### config.mk
export PLATFORM = sky130hd
export DESIGN_NAME = ob_cmd_sequencer
export DESIGN_NICKNAME = d
export VERILOG_FILES = /design/src/rtl/ob_pkg.sv /design/src/rtl/ob_cmd_fifo.sv /design/src/rtl/ob_cmd_sequencer.sv
export SDC_FILE = /design/constraint.sdc
export NUM_CORES = 1
export LEC_CHECK = 0
export ABC_CLOCK_PERIOD_IN_PS = 10100
export CAP_MARGIN = 20
export CELL_PAD_IN_SITES_DETAIL_PLACEMENT = 1
export CELL_PAD_IN_SITES_GLOBAL_PLACEMENT = 2
export CORE_AREA = 4 4 214 216
export CTS_CLUSTER_DIAMETER = 60
export DETAILED_ROUTE_END_ITERATION = 10
export DIE_AREA = 0 0 218 220
export PLACE_DENSITY = 0.92
export SYNTH_ARGS = -nofsm -noshare
export SYNTH_HDL_FRONTEND = slang
export SYNTH_HIERARCHICAL = 1
export SYNTH_SLANG_ARGS = --single-unit
export TNS_END_PERCENT = 100
### constraint.sdc
create_clock -name clk -period 10.1 [get_ports clk]
set_input_delay 2.02 -clock clk [delete_from_list [all_inputs] [get_ports clk]]
set_output_delay 2.02 -clock clk [all_outputs]
set_load 0.005 [all_outputs]
### src/rtl/ob_pkg.sv
// Shared definitions for the order-book command path: op codes, sides, default geometry,
// the command record and the sequencer state type.
package ob_pkg;

    localparam int unsigned OB_DATA_SIZE   = 64;
    localparam int unsigned OB_PRICE_WIDTH = 8;
    localparam int unsigned OB_PTR_QUEUE   = 10;
    localparam int unsigned OB_PTR_WIDTH   = 6;
    localparam int unsigned OB_CMD_DEPTH   = 4;
    localparam int unsigned OB_MATCH_LIMIT = 255;

    localparam logic [2:0] OP_IDLE   = 3'b000;
    localparam logic [2:0] OP_ADD    = 3'b100;
    localparam logic [2:0] OP_MATCH  = 3'b101;
    localparam logic [2:0] OP_REMOVE = 3'b110;
    localparam logic [2:0] OP_MODIFY = 3'b111;

    localparam logic SIDE_BID = 1'b0;
    localparam logic SIDE_ASK = 1'b1;

    typedef struct packed {
        logic [2:0]                op;
        logic                      side;
        logic [OB_PRICE_WIDTH-1:0] price;
        logic [OB_PTR_QUEUE-1:0]   q_index;
        logic [OB_PTR_WIDTH-1:0]   index;
        logic [OB_DATA_SIZE-1:0]   data;
    } cmd_t;

    typedef enum logic {
        StIdle,
        StMatch
    } seq_state_e;

    // Only the four 1xx codes are real commands.
    function automatic logic op_is_cmd(input logic [2:0] op);
        return op[2];
    endfunction

    function automatic logic op_starts_sweep(input logic [2:0] op);
        return (op == OP_ADD) || (op == OP_MATCH);
    endfunction

endpackage

### src/rtl/ob_cmd_fifo.sv
// Synchronous first-word-fall-through FIFO; DEPTH must be a power of two (>= 2) so the
// pointers wrap naturally.
module ob_cmd_fifo #(
    parameter int unsigned WIDTH = 8,
    parameter int unsigned DEPTH = 4
) (
    input  logic                       clk,
    input  logic                       reset,
    input  logic                       push_i,
    input  logic [WIDTH-1:0]           wdata_i,
    input  logic                       pop_i,
    output logic [WIDTH-1:0]           rdata_o,
    output logic                       full_o,
    output logic                       empty_o,
    output logic [$clog2(DEPTH+1)-1:0] count_o
);

    localparam int unsigned AW = (DEPTH > 1) ? $clog2(DEPTH) : 1;
    localparam int unsigned CW = $clog2(DEPTH + 1);

    logic [WIDTH-1:0] mem_q [DEPTH];
    logic [AW-1:0]    wr_ptr_q;
    logic [AW-1:0]    rd_ptr_q;
    logic [CW-1:0]    count_q;
    logic             do_push;
    logic             do_pop;

    assign full_o  = (count_q == CW'(DEPTH));
    assign empty_o = (count_q == '0);
    assign count_o = count_q;
    assign do_push = push_i && !full_o;
    assign do_pop  = pop_i && !empty_o;
    assign rdata_o = mem_q[rd_ptr_q];

    always_ff @(posedge clk) begin
        if (reset) begin
            wr_ptr_q <= '0;
            rd_ptr_q <= '0;
            count_q  <= '0;
        end else begin
            if (do_push) begin
                wr_ptr_q <= wr_ptr_q + AW'(1);
            end
            if (do_pop) begin
                rd_ptr_q <= rd_ptr_q + AW'(1);
            end
            count_q <= count_q + CW'(do_push) - CW'(do_pop);
        end
    end

    // Storage needs no reset; occupancy alone decides what is valid.
    always_ff @(posedge clk) begin
        if (do_push) begin
            mem_q[wr_ptr_q] <= wdata_i;
        end
    end

endmodule

### src/rtl/ob_cmd_sequencer.sv
// Order-book command sequencer: buffers commands and issues one per cycle, following each
// add/match with an auto-match sweep that lasts while the book reports matching.
module ob_cmd_sequencer
    import ob_pkg::*;
#(
    parameter int unsigned DATA_SIZE   = OB_DATA_SIZE,
    parameter int unsigned PRICE_WIDTH = OB_PRICE_WIDTH,
    parameter int unsigned PTR_QUEUE   = OB_PTR_QUEUE,
    parameter int unsigned PTR_WIDTH   = OB_PTR_WIDTH,
    parameter int unsigned CMD_DEPTH   = OB_CMD_DEPTH,
    parameter int unsigned MATCH_LIMIT = OB_MATCH_LIMIT
) (
    input  logic                   clk,
    input  logic                   reset,
    input  logic                   in_valid,
    output logic                   in_ready,
    input  logic [2:0]             in_op,
    input  logic                   in_side,
    input  logic [PRICE_WIDTH-1:0] in_price,
    input  logic [PTR_QUEUE-1:0]   in_q_index,
    input  logic [PTR_WIDTH-1:0]   in_index,
    input  logic [DATA_SIZE-1:0]   in_data,
    output logic [2:0]             op_flag,
    output logic                   side,
    output logic [PRICE_WIDTH-1:0] price,
    output logic [PTR_QUEUE-1:0]   op_q_index,
    output logic [PTR_WIDTH-1:0]   op_index,
    output logic [DATA_SIZE-1:0]   op_data,
    input  logic                   matching,
    output logic                   busy,
    output logic                   err_bad_op,
    output logic                   err_match_timeout,
    output logic [31:0]            cmd_count
);

    localparam int unsigned IDX_LSB = DATA_SIZE;
    localparam int unsigned QI_LSB  = IDX_LSB + PTR_WIDTH;
    localparam int unsigned PR_LSB  = QI_LSB + PTR_QUEUE;
    localparam int unsigned SD_LSB  = PR_LSB + PRICE_WIDTH;
    localparam int unsigned OP_LSB  = SD_LSB + 1;
    localparam int unsigned CMD_W   = OP_LSB + 3;
    localparam int unsigned CNT_W   = $clog2(MATCH_LIMIT + 1);

    logic [CMD_W-1:0]               fifo_wdata;
    logic [CMD_W-1:0]               fifo_rdata;
    logic                           fifo_full;
    logic                           fifo_empty;
    logic [$clog2(CMD_DEPTH+1)-1:0] fifo_count;
    logic                           accept;
    logic                           push;
    logic                           issue;
    logic                           leave_match;
    logic [2:0]                     head_op;

    seq_state_e             state_q;
    logic [2:0]             op_flag_q;
    logic                   side_q;
    logic [PRICE_WIDTH-1:0] price_q;
    logic [PTR_QUEUE-1:0]   q_index_q;
    logic [PTR_WIDTH-1:0]   index_q;
    logic [DATA_SIZE-1:0]   data_q;
    logic [31:0]            cmd_count_q;
    logic [CNT_W-1:0]       match_cnt_q;
    logic                   err_bad_op_q;
    logic                   err_timeout_q;

    assign in_ready   = !fifo_full;
    assign accept     = in_valid && in_ready;
    assign push       = accept && op_is_cmd(in_op);
    assign fifo_wdata = {in_op, in_side, in_price, in_q_index, in_index, in_data};
    assign head_op    = fifo_rdata[OP_LSB +: 3];

    ob_cmd_fifo #(
        .WIDTH (CMD_W),
        .DEPTH (CMD_DEPTH)
    ) u_fifo (
        .clk     (clk),
        .reset   (reset),
        .push_i  (push),
        .wdata_i (fifo_wdata),
        .pop_i   (issue),
        .rdata_o (fifo_rdata),
        .full_o  (fifo_full),
        .empty_o (fifo_empty),
        .count_o (fifo_count)
    );

    // A sweep ends on a 101 cycle that either found nothing or used up its budget.
    always_comb begin
        leave_match = (state_q == StMatch) && (op_flag_q == OP_MATCH)
                      && (!matching || (match_cnt_q == CNT_W'(MATCH_LIMIT)));
        issue       = !fifo_empty && ((state_q == StIdle) || leave_match);
    end

    always_ff @(posedge clk) begin
        if (reset) begin
            state_q       <= StIdle;
            op_flag_q     <= OP_IDLE;
            side_q        <= 1'b0;
            price_q       <= '0;
            q_index_q     <= '0;
            index_q       <= '0;
            data_q        <= '0;
            cmd_count_q   <= '0;
            match_cnt_q   <= '0;
            err_bad_op_q  <= 1'b0;
            err_timeout_q <= 1'b0;
        end else begin
            err_bad_op_q  <= accept && !op_is_cmd(in_op);
            err_timeout_q <= 1'b0;
            if ((state_q == StMatch) && !leave_match) begin
                op_flag_q   <= OP_MATCH;
                data_q      <= '0;
                match_cnt_q <= match_cnt_q + CNT_W'(1);
            end else begin
                if (leave_match) begin
                    err_timeout_q <= matching;
                end
                state_q     <= StIdle;
                match_cnt_q <= '0;
                if (issue) begin
                    op_flag_q   <= head_op;
                    side_q      <= fifo_rdata[SD_LSB];
                    price_q     <= fifo_rdata[PR_LSB +: PRICE_WIDTH];
                    q_index_q   <= fifo_rdata[QI_LSB +: PTR_QUEUE];
                    index_q     <= fifo_rdata[IDX_LSB +: PTR_WIDTH];
                    data_q      <= fifo_rdata[0 +: DATA_SIZE];
                    cmd_count_q <= cmd_count_q + 32'd1;
                    if (op_starts_sweep(head_op)) begin
                        state_q <= StMatch;
                    end
                    // An explicit match is itself the first counted 101 cycle.
                    if (head_op == OP_MATCH) begin
                        match_cnt_q <= CNT_W'(1);
                    end
                end else begin
                    op_flag_q <= OP_IDLE;
                end
            end
        end
    end

    assign op_flag           = op_flag_q;
    assign side              = side_q;
    assign price             = price_q;
    assign op_q_index        = q_index_q;
    assign op_index          = index_q;
    assign op_data           = data_q;
    assign cmd_count         = cmd_count_q;
    assign err_bad_op        = err_bad_op_q;
    assign err_match_timeout = err_timeout_q;
    assign busy              = (state_q == StMatch) || (fifo_count != '0) || (op_flag_q != OP_IDLE);

endmodule
==> impl_metrics.json <==
{
  "cts_buffers": 52,
  "p_leak_uw": 0.00779,
  "cts-root-buf": "clkbuf_16",
  "start_util_pct": 43.4,
  "rr_worst_depth": 16,
  "cts_max_level": 2,
  "post_cts_resized": 0,
  "skew_ns": 0.0244,
  "synth_nets": 1218,
  "drive_above_1_share_pct": 14.9,
  "reg2reg_from": "match_cnt_q[0]",
  "worst-slew-pin-transition_ns": 1.12,
  "maxCapViolCount": 0,
  "drt_pass1_iterations": 5,
  "rsz0062_at_grt": "false",
  "grt_pass1_wl_um": 68700,
  "coreArea_um2": 43900,
  "area_growth_pct": 23.9,
  "path_class": "in2reg",
  "drt_iter0_markers": 774,
  "synth_area_leaders": "edfxtp_1 58%, dfxtp_1 15%, mux4_2 11%",
  "synth_edf_count": 368,
  "grt_max_degree": 75,
  "min_from": "op_q_index[9]",
  "post-route-cell-area_um2": 23600,
  "p_total_uw": 5990,
  "yosys.area.top_type": "edfxtp_1",
  "setup-tns-final_ns": 0,
  "ys_async_sr_fraction_pct": 0,
  "hold_depth": 2,
  "clock-sinks": 512,
  "arrival_ns": 5.07,
  "cts.clk_slew.worst_paths_ns": 0.06,
  "antenna_found_initial": 4,
  "period_needed_ns": 4.63,
  "post-route-util_pct": 53.8,
  "placed_area_um2": 21800,
  "syn-instance-count": 1113,
  "io_buffer_count": 223,
  "hold_buffers": 0,
  "hold_violations": 0,
  "holdWs_ns": 0.459,
  "crit_fanout": 31,
  "synth_common_cells": "368 x edfxtp_1, 144 x dfxtp_1, 92 x mux4_2",
  "fin_crit_sh_pct": 45.9,
  "multi_input_area_um2": 4780,
  "drtAntennaViolNets": 0,
  "gp_congestion": 0.769,
  "viasPerCell": 5.34,
  "synth_top_area_share_pct": 57.9,
  "yosysSeqAreaShare_pct": 73.0,
  "row_count": 77,
  "yosysWarningCount": 6,
  "overflow": 0,
  "status": "finished clean",
  "setup_viol": 0,
  "die_area_um2": 48000,
  "postCtsSetupBuffers": 0,
  "hold_class": "reg2reg",
  "fin_nets": 1454,
  "cp.required_ns": 10.54,
  "r2r_setup_slack_ns": 6.61,
  "num_io_pins": 224,
  "syn_area_um2": 19100,
  "die_height_um": 220,
  "reg2reg_to": "u_fifo/count_o[2]",
  "hpwl_um": 27500,
  "vdd.ir_drop.worst_mv": 0.161,
  "fp.dieW_um": 218,
  "end_kind": "register",
  "start_kind": "primary input",
  "cts_tree": "done",
  "cts_buffer_depth": 3,
  "power.density_nw_per_um2": 254,
  "seq_area_um2": 13900,
  "totalWireLength_um": 44700,
  "fmax_mhz": 216,
  "synth_seq_cells": 512,
  "drc": 0,
  "ys_types": 48,
  "route.vias.total": 10618,
  "clkLatencyLatePin_ns": 0.59,
  "slew_headroom_pct": 25.7,
  "track_usage_pct": 18.7,
  "drv_slew": 0,
  "yosysMostFrequentCell": "edfxtp_1",
  "ys.flop_type": "edfxtp_1",
  "hold-path-endpoint": "op_q_index[9]",
  "first_global_vias": 11552,
  "post_drt_wl_per_cell_um": 22.5,
  "syn_area_per_cell_um2": 17.1,
  "fillers": 4126
}
routing by layer:
layer  track usage (%)  share of wire [%]
met1              24.1                 41
met2              32.4                 52
met3              3.71                5.4
met4              5.16                2.0
met5                 0              0.045
placed cells by master, fill, tap and decap left out, types with 8 or more instances in the layout:
| cell | count |
|---|---|
| or4_1 | 17 |
| buf_4 | 13 |
| dfxtp_1 | 142 |
| nand2_1 | 74 |
| nand3_1 | 16 |
| clkbuf_16 | 52 |
| clkinv_2 | 8 |
| mux4_2 | 92 |
| nand4_1 | 12 |
| inv_1 | 14 |
| nor2_1 | 89 |
| xnor2_1 | 8 |
| clkdlybuf4s50_1 | 222 |
| a21oi_1 | 52 |
| edfxtp_1 | 368 |
| mux2i_1 | 65 |
| clkbuf_1 | 12 |
| ha_1 | 8 |
| o21ai_0 | 8 |
| o31ai_1 | 18 |
stage by stage:
step                instances  setup slack, ns
floorplan                1113             5.07
global placement         1884             4.97
detailed placement       1884             4.91
CTS                      1981             5.52
global route             1986             5.29
finish                   1987             5.47
critical path, stage by stage:
cell and delay, ns:
clkdlybuf4s50_1 0.56, o211ai_2 0.15, nand2_1 0.10, buf_4 0.34
inv_1 0.07, buf_4 0.25, o31ai_1 0.18, inv_1 0.10
ha_1 0.30, inv_1 0.04, ha_1 0.19, fa_1 0.38
xnor2_1 0.17, xnor2_1 0.13, nor2_1 0.05
worst max-delay path by stage:
stage,startpoint,end,slack [ns],depth (start not counted)
final,matching,u_fifo/count_o[2],5.47,15
after global routing,matching,u_fifo/count_o[2],5.29,15
after CTS,matching,u_fifo/count_o[2],5.52,15
after detailed placement,matching,u_fifo/count_o[2],4.91,15
after global placement,matching,u_fifo/count_o[2],4.97,15
after floorplan,in_op[2],u_fifo/mem_q[0][0],5.07,4
cells by family (layout without fill, tap and decap cells):
kind of cell / after synthesis / after routing / share of synthesized area, %
flip-flops: 512 / 512 / 73.0
AND/OR/NAND/NOR: 261 / 261 / 6.64
multiplexers: 160 / 160 / 14.4
AO/OA/AOI/OAI: 85 / 85 / 2.58
buffers and inverters: 71 / 350 / 1.99
XOR/XNOR: 15 / 15 / 0.689
adder cells (fa/ha/maj): 9 / 9 / 0.630
other: 0 / 3 / 0
sequential cells by signal (all words and copies together) (netlist names), 2 cells and up, named ones only:
register	cells
cmd_count	32
match_cnt_q	8
op_data	64
op_flag	3
op_index	6
op_q_index	10
price	8
u_fifo/count_o	3
u_fifo/mem_q	368
u_fifo/rd_ptr_q	2
u_fifo/wr_ptr_q	2
report_power, final:
part	total, µW	internal [µW]	switching (µW)
registers	2640	2480	155
logic	1450	737	713
clock network	1910	1110	798
final cells by class:
class | count | area share [%]
diodes | 3 | 0.0318
well taps | 592 | 3.13
multi-input cells | 530 | 20.2
flip-flops and latches | 512 | 59.0
clock buffers | 71 | 6.10
clock inverters | 26 | 1.12
inverters | 14 | 0.222
repair buffers | 239 | 10.2
No activity file was read; power rests on OpenSTA's default activity.
==> edit: new RTL, config.mk and constraints unchanged <==
The package constant `OB_CMD_DEPTH` goes from 4 to 2.
--- a/src/rtl/ob_pkg.sv
+++ b/src/rtl/ob_pkg.sv
@@ -6,7 +6,7 @@
     localparam int unsigned OB_PRICE_WIDTH = 8;
     localparam int unsigned OB_PTR_QUEUE   = 10;
     localparam int unsigned OB_PTR_WIDTH   = 6;
-    localparam int unsigned OB_CMD_DEPTH   = 4;
+    localparam int unsigned OB_CMD_DEPTH   = 2;
     localparam int unsigned OB_MATCH_LIMIT = 255;
 
     localparam logic [2:0] OP_IDLE   = 3'b000;
Formal check against the unedited RTL: not equivalent (Yosys sat finds a counterexample within 4 cycles, from zero or initial values and one cycle with reset high).
==> edit against the unedited design <==
Register-to-register slack improved by 320 ps. Synthesized area fell by 37%. Routed wire length fell by 30%. Non-clock buffer count fell by 8. Power fell by 29%. Sequential cell count fell by 188. Clock power fell by 28%. Fmax rose by 4.8%. Sequential share of layout area fell by 7.5 points. Clock skew fell by 6.6 ps. Via count fell by 26%. Worst setup slack improved by 210 ps. First-iteration DRC count fell by 52%. Cell area fell by 32%. Largest power group unchanged. Highest routed layer unchanged.
==> edit: results (changes against the unedited design) <==
| Metric | Value |
|---|---|
| WL met1 | `12,800 um (was 18,300 um)` |
| Hold Startpoint | `price[4] (was op_q_index[9])` |
| GP Congestion | `0.721 (was 0.769)` |
| Worst Skew | `17.8 ps (was 24.4 ps)` |
| Met3 Resource Use GR | `4.01% (was 3.71%)` |
| Met2 wire length | `15,500 um (was 23,100 um)` |
| Critical-path top delay cell | `buf_4 (was clkdlybuf4s50_1)` |
| Crit path capture | `u_fifo/mem_q[0][10] (was u_fifo/count_o[2])` |
| Sequential power share | `41.2% (was 44.0%)` |
| 1st-iter DRT viols | `375 (was 774)` |
| R2r endpoint | `u_fifo/count_o[1] (was u_fifo/count_o[2])` |
| Dpl cells | `1,660 (was 1,884)` |
| Drt total wl | `31,300 um (was 44,700 um)` |
| Detailed placer's ending HPWL | `20,200 um (was 27,500 um)` |
| Crit-path max FO | `47 (was 31)` |
| Routed vias/inst | `4.52 (was 5.34)` |
| Syn Inst Count | `881 (was 1,113)` |
| Largest register FFs | `184 (was 368)` |
| Post-synth EDFFs | `184 (was 368)` |
| Hold Slack | `452 ps (was 459 ps)` |
| Outcome | `completed (unchanged)` |
| Post-Place Cell Area | `14,900 um^2 (was 21,800 um^2)` |
| FF-to-FF Start | `u_fifo/count_o[1] (was match_cnt_q[0])` |
| Via count | `7,833 (was 10,618)` |
| Worst Reg-to-Reg Cells | `12 (was 16)` |
| Register area share after synthesis | `68.9% (was 73.0%)` |
| Final worst-path cycle share | `43.8% (was 45.9%)` |
| Reg2Reg Setup Slack | `6930 ps (was 6610 ps)` |
| Pre-CTS setup slack | `5090 ps (was 4910 ps)` |
| Detailed-router iteration count before antenna repair | `4 (was 5)` |
| Worst Setup SP | `in_op[2] (was matching)` |
edit: cell count changes after synthesis, sizes merged, moves of 10 or more:
| cell | change |
|---|---|
| nand2 | -10 |
| edfxtp | -184 |
| mux2 | +90 |
| buf | -14 |
| mux4 | -92 |
edit: final cells by class:
class / count / share of cell area, %
flip-flops and latches: 324 / 51.5
multi-input cells: 497 / 21.5
repair buffers: 231 / 14.1
clock buffers: 52 / 6.65
well taps: 592 / 4.58
clock inverters: 20 / 1.21
inverters: 16 / 0.387
diodes: 1 / 0.0155
edit: logic make-up after synthesis:
family,count (synthesis),synth area share [%]
flip-flops,324,68.9
AND/OR/NAND/NOR,236,9.22
multiplexers,157,14.0
AO/OA/AOI/OAI,83,3.85
buffers and inverters,60,2.43
XOR/XNOR,17,1.23
adder cells (fa/ha/maj),4,0.414
